File: config.mk
export PLATFORM = sky130hd
export DESIGN_NAME = phys_reg_free_list
export DESIGN_NICKNAME = d
export VERILOG_FILES = /design/src/rtl/core_types_pkg.sv /design/src/rtl/phys_reg_free_list.sv
export SDC_FILE = /design/constraint.sdc
export NUM_CORES = 1
export LEC_CHECK = 0
export ABC_AREA = 1
export CAP_MARGIN = 30
export CELL_PAD_IN_SITES_DETAIL_PLACEMENT = 0
export CELL_PAD_IN_SITES_GLOBAL_PLACEMENT = 1
export CORE_AREA = 2 2 266 137
export DETAILED_ROUTE_END_ITERATION = 8
export DIE_AREA = 0 0 268 139
export PLACE_DENSITY = 0.95
export SLEW_MARGIN = 20
export SYNTH_ARGS = -nofsm -noshare
export SYNTH_HDL_FRONTEND = slang
export SYNTH_SLANG_ARGS = --single-unit
File: constraint.sdc
create_clock -name CLK -period 11.7 [get_ports CLK]
set_clock_uncertainty 0.1 [all_clocks]
set_input_delay 2.34 -clock CLK [delete_from_list [all_inputs] [get_ports CLK]]
set_output_delay 2.34 -clock CLK [all_outputs]
set_load 0.05 [all_outputs]
File: src/rtl/core_types_pkg.sv
// Shared core types: register tags, ROB indices, checkpoint columns and
// free-list sizing used by the rename/dispatch path.
package core_types_pkg;

    localparam int NUM_PHYS_REGS      = 64;
    localparam int NUM_ARCH_REGS      = 32;
    localparam int ROB_DEPTH          = 64;
    localparam int CHECKPOINT_COLUMNS = 4;
    localparam int FREE_LIST_DEPTH    = NUM_PHYS_REGS - NUM_ARCH_REGS;

    typedef logic [$clog2(NUM_PHYS_REGS)-1:0]      phys_reg_tag_t;
    typedef logic [$clog2(ROB_DEPTH)-1:0]          ROB_index_t;
    typedef logic [$clog2(CHECKPOINT_COLUMNS)-1:0] checkpoint_column_t;

    // Index bits plus one wrap bit, so full and empty are distinguishable.
    typedef logic [$clog2(FREE_LIST_DEPTH):0]      free_list_ptr_t;

endpackage

File: src/rtl/phys_reg_free_list.sv
// Circular FIFO of free physical register tags. Rename dequeues from the head,
// commit enqueues at the tail, a single-instruction revert pushes a tag back
// at the head, and per-branch head snapshots let a mispredict rewind every
// speculative allocation in one cycle.
module phys_reg_free_list
    import core_types_pkg::*;
(
    input  logic               CLK,
    input  logic               nRST,
    output logic               DUT_error,
    input  logic               dequeue_valid,
    output phys_reg_tag_t      dequeue_phys_reg_tag,
    output logic               free_list_empty,
    input  logic               enqueue_valid,
    input  phys_reg_tag_t      enqueue_phys_reg_tag,
    input  logic               revert_valid,
    input  phys_reg_tag_t      revert_phys_reg_tag,
    input  logic               save_checkpoint_valid,
    input  ROB_index_t         save_checkpoint_ROB_index,
    output checkpoint_column_t save_checkpoint_column,
    output logic               checkpoint_full,
    input  logic               restore_checkpoint_valid,
    input  logic               restore_checkpoint_speculate_failed,
    input  ROB_index_t         restore_checkpoint_ROB_index,
    input  checkpoint_column_t restore_checkpoint_safe_column,
    output logic               restore_checkpoint_success
);

    localparam int FREE_DEPTH = FREE_LIST_DEPTH;
    localparam int IDX_W      = $clog2(FREE_DEPTH);

    typedef struct packed {
        logic           valid;
        ROB_index_t     rob_index;
        free_list_ptr_t head;
    } checkpoint_col_t;

    phys_reg_tag_t      entries [FREE_DEPTH];
    free_list_ptr_t     head, tail;
    checkpoint_col_t    cols [CHECKPOINT_COLUMNS];
    checkpoint_column_t ptr;

    free_list_ptr_t     count, head_m1, head_n, tail_n, next_count;
    checkpoint_column_t ptr_n;
    checkpoint_col_t    sel_col;
    logic               list_full, restore_match;
    logic               enq_wr, rev_wr, rewind, save_wr, invalidate, err_n;

    assign count                  = tail - head;
    assign head_m1                = head - free_list_ptr_t'(1);
    assign list_full              = (count == free_list_ptr_t'(FREE_DEPTH));
    assign free_list_empty        = (count == '0);
    assign dequeue_phys_reg_tag   = entries[head[IDX_W-1:0]];
    assign sel_col                = cols[restore_checkpoint_safe_column];
    assign restore_match          = restore_checkpoint_valid && sel_col.valid &&
                                    (sel_col.rob_index == restore_checkpoint_ROB_index);
    assign save_checkpoint_column = ptr;
    assign checkpoint_full        = cols[ptr].valid;

    // A rewinding restore only succeeds when a revert does not preempt it;
    // a plain column release runs beside the chain and is never preempted.
    assign restore_checkpoint_success = restore_match &&
        (!restore_checkpoint_speculate_failed || !revert_valid);

    // Next-state decode: independent enqueue plus the revert > rewind > save > dequeue chain.
    always_comb begin
        // NOTE: every signal gets a default first so no path leaves one unassigned (no latches).
        head_n     = head;
        tail_n     = tail;
        ptr_n      = ptr;
        err_n      = 1'b0;
        enq_wr     = 1'b0;
        rev_wr     = 1'b0;
        rewind     = 1'b0;
        save_wr    = 1'b0;

        if (enqueue_valid) begin
            if (list_full) begin
                err_n = 1'b1;
            end else begin
                enq_wr = 1'b1;
                tail_n = tail + free_list_ptr_t'(1);
            end
            if (enqueue_phys_reg_tag == '0) err_n = 1'b1;
        end

        if (revert_valid) begin
            if (list_full) begin
                err_n = 1'b1;
            end else begin
                rev_wr = 1'b1;
                head_n = head_m1;
                if (entries[head_m1[IDX_W-1:0]] != revert_phys_reg_tag) err_n = 1'b1;
            end
        end else if (restore_checkpoint_valid && restore_checkpoint_speculate_failed) begin
            if (restore_match) begin
                rewind = 1'b1;
                head_n = sel_col.head;
                ptr_n  = restore_checkpoint_safe_column;
            end
        end else if (save_checkpoint_valid) begin
            save_wr = 1'b1;
            ptr_n   = ptr + checkpoint_column_t'(1);
            if (cols[ptr].valid) err_n = 1'b1;
        end else if (dequeue_valid) begin
            if (free_list_empty) err_n = 1'b1;
            else                 head_n = head + free_list_ptr_t'(1);
        end

        invalidate = restore_match && !restore_checkpoint_speculate_failed;

        next_count = tail_n - head_n;
        if (next_count > free_list_ptr_t'(FREE_DEPTH)) err_n = 1'b1;
    end

    // State registers: pointers, tag storage, checkpoint columns and error flag.
    always_ff @(posedge CLK or negedge nRST) begin
        if (!nRST) begin
            // NOTE: the tag array is reset on purpose -- its reset contents are the initial free list.
            for (int i = 0; i < FREE_DEPTH; i++) begin
                entries[i] <= phys_reg_tag_t'(NUM_ARCH_REGS + i);
            end
            for (int c = 0; c < CHECKPOINT_COLUMNS; c++) begin
                cols[c] <= '0;
            end
            head      <= '0;
            tail      <= free_list_ptr_t'(FREE_DEPTH);
            ptr       <= '0;
            DUT_error <= 1'b0;
        end else begin
            // NOTE: non-blocking throughout; later writes below intentionally win over earlier ones.
            head      <= head_n;
            tail      <= tail_n;
            ptr       <= ptr_n;
            DUT_error <= err_n;
            if (enq_wr) entries[tail[IDX_W-1:0]] <= enqueue_phys_reg_tag;
            if (rev_wr) entries[head_m1[IDX_W-1:0]] <= revert_phys_reg_tag;
            if (rewind) begin
                for (int c = 0; c < CHECKPOINT_COLUMNS; c++) begin
                    cols[c].valid <= 1'b0;
                end
            end
            if (invalidate) cols[restore_checkpoint_safe_column].valid <= 1'b0;
            // A same-cycle save to the released column keeps the new snapshot.
            if (save_wr) cols[ptr] <= '{valid: 1'b1, rob_index: save_checkpoint_ROB_index, head: head};
        end
    end

endmodule

==> impl_results.md <==
* Status: finished, final reports clean
* Crit Path Category: input pin to output port
* Post-CTS Hold Buffers at 0
* Total track usage at 35.7%
* Area delta synth->final at 8.70%
* RSZ-0062 raised after global routing: false
* Largest net degree at the start of global routing at 104
* Synth area leader: dfrtp_1
* Initial antenna violation count at 1
* Int Power at around 0.003 W
* Area contributors post-synth: dfrtp_1 21%, dfstp_2 17%, nand2_1 11%
* Hold path start: cols[36]$_DFFE_PN0P_
* Synth Instances at 2425
* Post-CTS Resized at 0
* Comb power frac at 55.2%
* Site Rows at 49
* PortBufs at 45
* Pwr/cell area at about 340 mW/mm^2
* HPWL Detailed at 44.5 mm
* Final Instance Count excl. Fillers at about 2900
* CTS Buffer Depth at 3
* Cell mode on critical path: nand2_1
* Met3 usage at about an eighth
* Seq/Total Area, Yosys at between 30% and 40%
* GR Layer Usage met2 at 43.6%
* Die Wd at 268 um
* Later-pin clock latency in the skew report at 0.57 ns
* Remaining Overflow, GRT at 0
* Total number of vias at 18200
* Core ar. at 0.0351 mm^2
* Hold Crit Depth at 2
* Reg2reg start: head[1]$_DFF_PN0_
* Cell Chain, Critical Path: clkdlybuf4s50_1 > inv_2 > nand2_1 > nand2_1 > nand2_1 > nand2_1 > nand2_1 > nand2_1 > nor2_1 > nand2_1 > nor2_1 > o21a_1 > clkdlybuf4s50_1
* Fmax at 124 MHz
* CP max stage delay at 0.96 ns
* Required @ worst endpoint at slightly above 9 ns
* Number of global-route vias before repair at between 15000 and 20000
* Slew HR at a little under a third
* Number of synthesized flops with an enable pin at 0
* Seq pwr share at 30.8%
* Leakage at 8.11 nW
* Tcrit/Tclk final at 68.9%
* Post-layout power at 0.00628 W
* Most frequent cells after synthesis: 504 x nand2_1, 339 x o21ai_0, 243 x nor2_1
* Ys flop type: dfrtp_1
* Most numerous cell in the Yosys netlist: nand2_1
* CTS sink count at roughly 260
* CTS Buf Count at 25
* Clk pwr share at between 10 and 15%
* Slew @ Worst Pin at 1.02 ns
* Detailed-route DRC error count at 0
* Post-synthesis cell area at 0.0172 mm^2
* CTS tree: done
* Post-synth ARST share at 100%
* Starting Density at 49.0%
* Synth warn at 0
* Max FO, Critical Path at 19
* Post-Syn Nets at 2482
* Yosys top cell area share at 21.2%
* Routed length per instance at 23.4 um
* Die area at 0.0373 mm^2
* R2R cell count at 26
* Worst R2R End: DUT_error$_DFF_PN0_
* Global routing's busiest layer: met1
* Maximum vdd drop at approximately 0.20 mV
* Max cap viols at 0
* Endpoints failing hold at 0
* Die Y at 139 um
* NetSw at 0.00325 W
* Unique cell type count in the Yosys netlist at 50
* Slowest-stage cell, CP: clkdlybuf4s50_1
* Worst path arrival time at 5.63 ns
* Final setup vio count at 0
* NumNets Final at 2429
* Worst reg2reg setup slack at just over 6 ns
* DRT iter0 DRCs at 2606
* Final worst path period need at around 8.1 ns
* H-tree Lvls at 1
* Net Sw Frac at 51.8%
* Setup Fix Bufs, Post-CTS at 0
* Inst Count DP at 2829
* Design area at ~0.019 mm^2
* Global-route wire length before repair at between 100 and 150 mm
* ANT cells at 0
* Vias per inst at 6.33
* Reg clk slew, reported paths at 0.07 ns
* Fin. max-slew vios at 0
* Worst setup SP type: input pin
* # fillers at between 3000 and 4000
* Final Hold Slack at 0.390 ns
* Num ports at 46
* Met1 usage at a little under three fifths
* Hold path endpoint: cols[36]$_DFFE_PN0P_
* DRT Pass-1 Iters at 8
* TNS Setup at 0 ns
* Antenna-violating nets left at 0
* CTS Root Cell: clkbuf_16
* Post-Syn Area per Cell at 7.10 um^2
* Total Wirelength at between 60 and 70 mm
* Yosys reg bits at between 200 and 300
* Critical path capture point type: output port
* GPL Wtd Cong at roughly 0.97
* Dpl cell area at 0.0179 mm^2
* Worst Hold Class: register to register
* Layout cell share with drive strength beyond 1 at about an eighth
[power groups by stage]
| stage | combinational [W] | sequential (W) | clock [W] |
|---|---|---|---|
| floorplan | 0.00243 | 0.00169 | 0 |
| global placement | 0.00321 | 0.00190 | 0 |
| detailed placement | 0.00330 | 0.00190 | 0 |
| CTS | 0.00331 | 0.00189 | 0.000885 |
| global route | 0.00375 | 0.00197 | 0.000919 |
| finish | 0.00346 | 0.00193 | 0.000884 |
[cell families after synthesis]
family	count (synthesis)	share of synthesized area, %
compound gates	737	23.8
xor+xnor	11	0.669
fa+ha+maj	23	1.72
buf+inv	339	8.06
flops	259	38.5
mux	2	0.116
simple gates	1054	27.2
[layout by cell type, fill, tap and decap left out, types with 4 or more instances in the layout]
cell	count
nand2_1	504
o21ai_0	339
nor2_1	243
nand3_1	222
a21oi_1	150
dfrtp_1	144
inv_1	132
o22ai_1	121
dfstp_2	113
a22oi_1	53
inv_2	51
clkdlybuf4s50_1	44
o21ai_1	28
nor2_4	26
clkbuf_16	26
nor2_2	24
ha_1	22
buf_4	20
o211ai_1	15
nor3_1	12
xor2_1	9
a211oi_1	9
a31oi_1	7
clkinv_2	5
clkbuf_8	5
inv_4	4
nor2_8	4
o311ai_0	4
[worst max path at each step]
| stage | from | to | slack [ns] | depth (start not counted) |
|---|---|---|---|---|
| 3_3_place_gp | restore_checkpoint_safe_column[0] | restore_checkpoint_success | 3.83 | 13 |
| 6_report | restore_checkpoint_safe_column[0] | restore_checkpoint_success | 3.63 | 13 |
| 3_5_place_dp | restore_checkpoint_safe_column[0] | restore_checkpoint_success | 3.73 | 13 |
| 2_1_floorplan | restore_checkpoint_safe_column[0] | restore_checkpoint_success | 5.50 | 11 |
| 4_1_cts | restore_checkpoint_safe_column[0] | restore_checkpoint_success | 3.73 | 13 |
| 5_1_grt | restore_checkpoint_safe_column[0] | restore_checkpoint_success | 3.42 | 13 |
[per-layer routing]
metal / part of all wire, % / wire (um)
met1: 44 / 29800
met3: 17 / 11400
met2: 36 / 24200
met4: 2.6 / 1780
met5: 0 / 0
[state kept, by name (all words and copies together) (netlist names)]
name / flops
DUT_error: 1
cols: 52
entries: 192
head: 6
save_checkpoint_column: 2
tail: 6
[through the flow]
stage                     setup slack [ns]  utilization [%]
final                                 3.63             53.2
after global routing                  3.42             53.2
after CTS                             3.73             53.2
after detailed placement              3.73             50.8
after global placement                3.83             50.6
after floorplan                       5.50                -
[critical path, delay by kind of cell]
family	cells	cell delay [ns]
and+or+nand+nor	9	1.03
AOI/OAI and AO/OA	1	0.19
buffers and inverters	3	2.06
[area by class of cell]
type	count	area, um^2	share of cell area (%)
repair buffers	68	688	3.68
clock inverters	11	116	0.622
clock buffers	34	731	3.91
multi-input cells	1827	9200	49.2
flip-flops and latches	259	6630	35.4
well taps	484	606	3.24
inverters	191	732	3.91
Note: power is estimated with default switching activity, not from simulation.
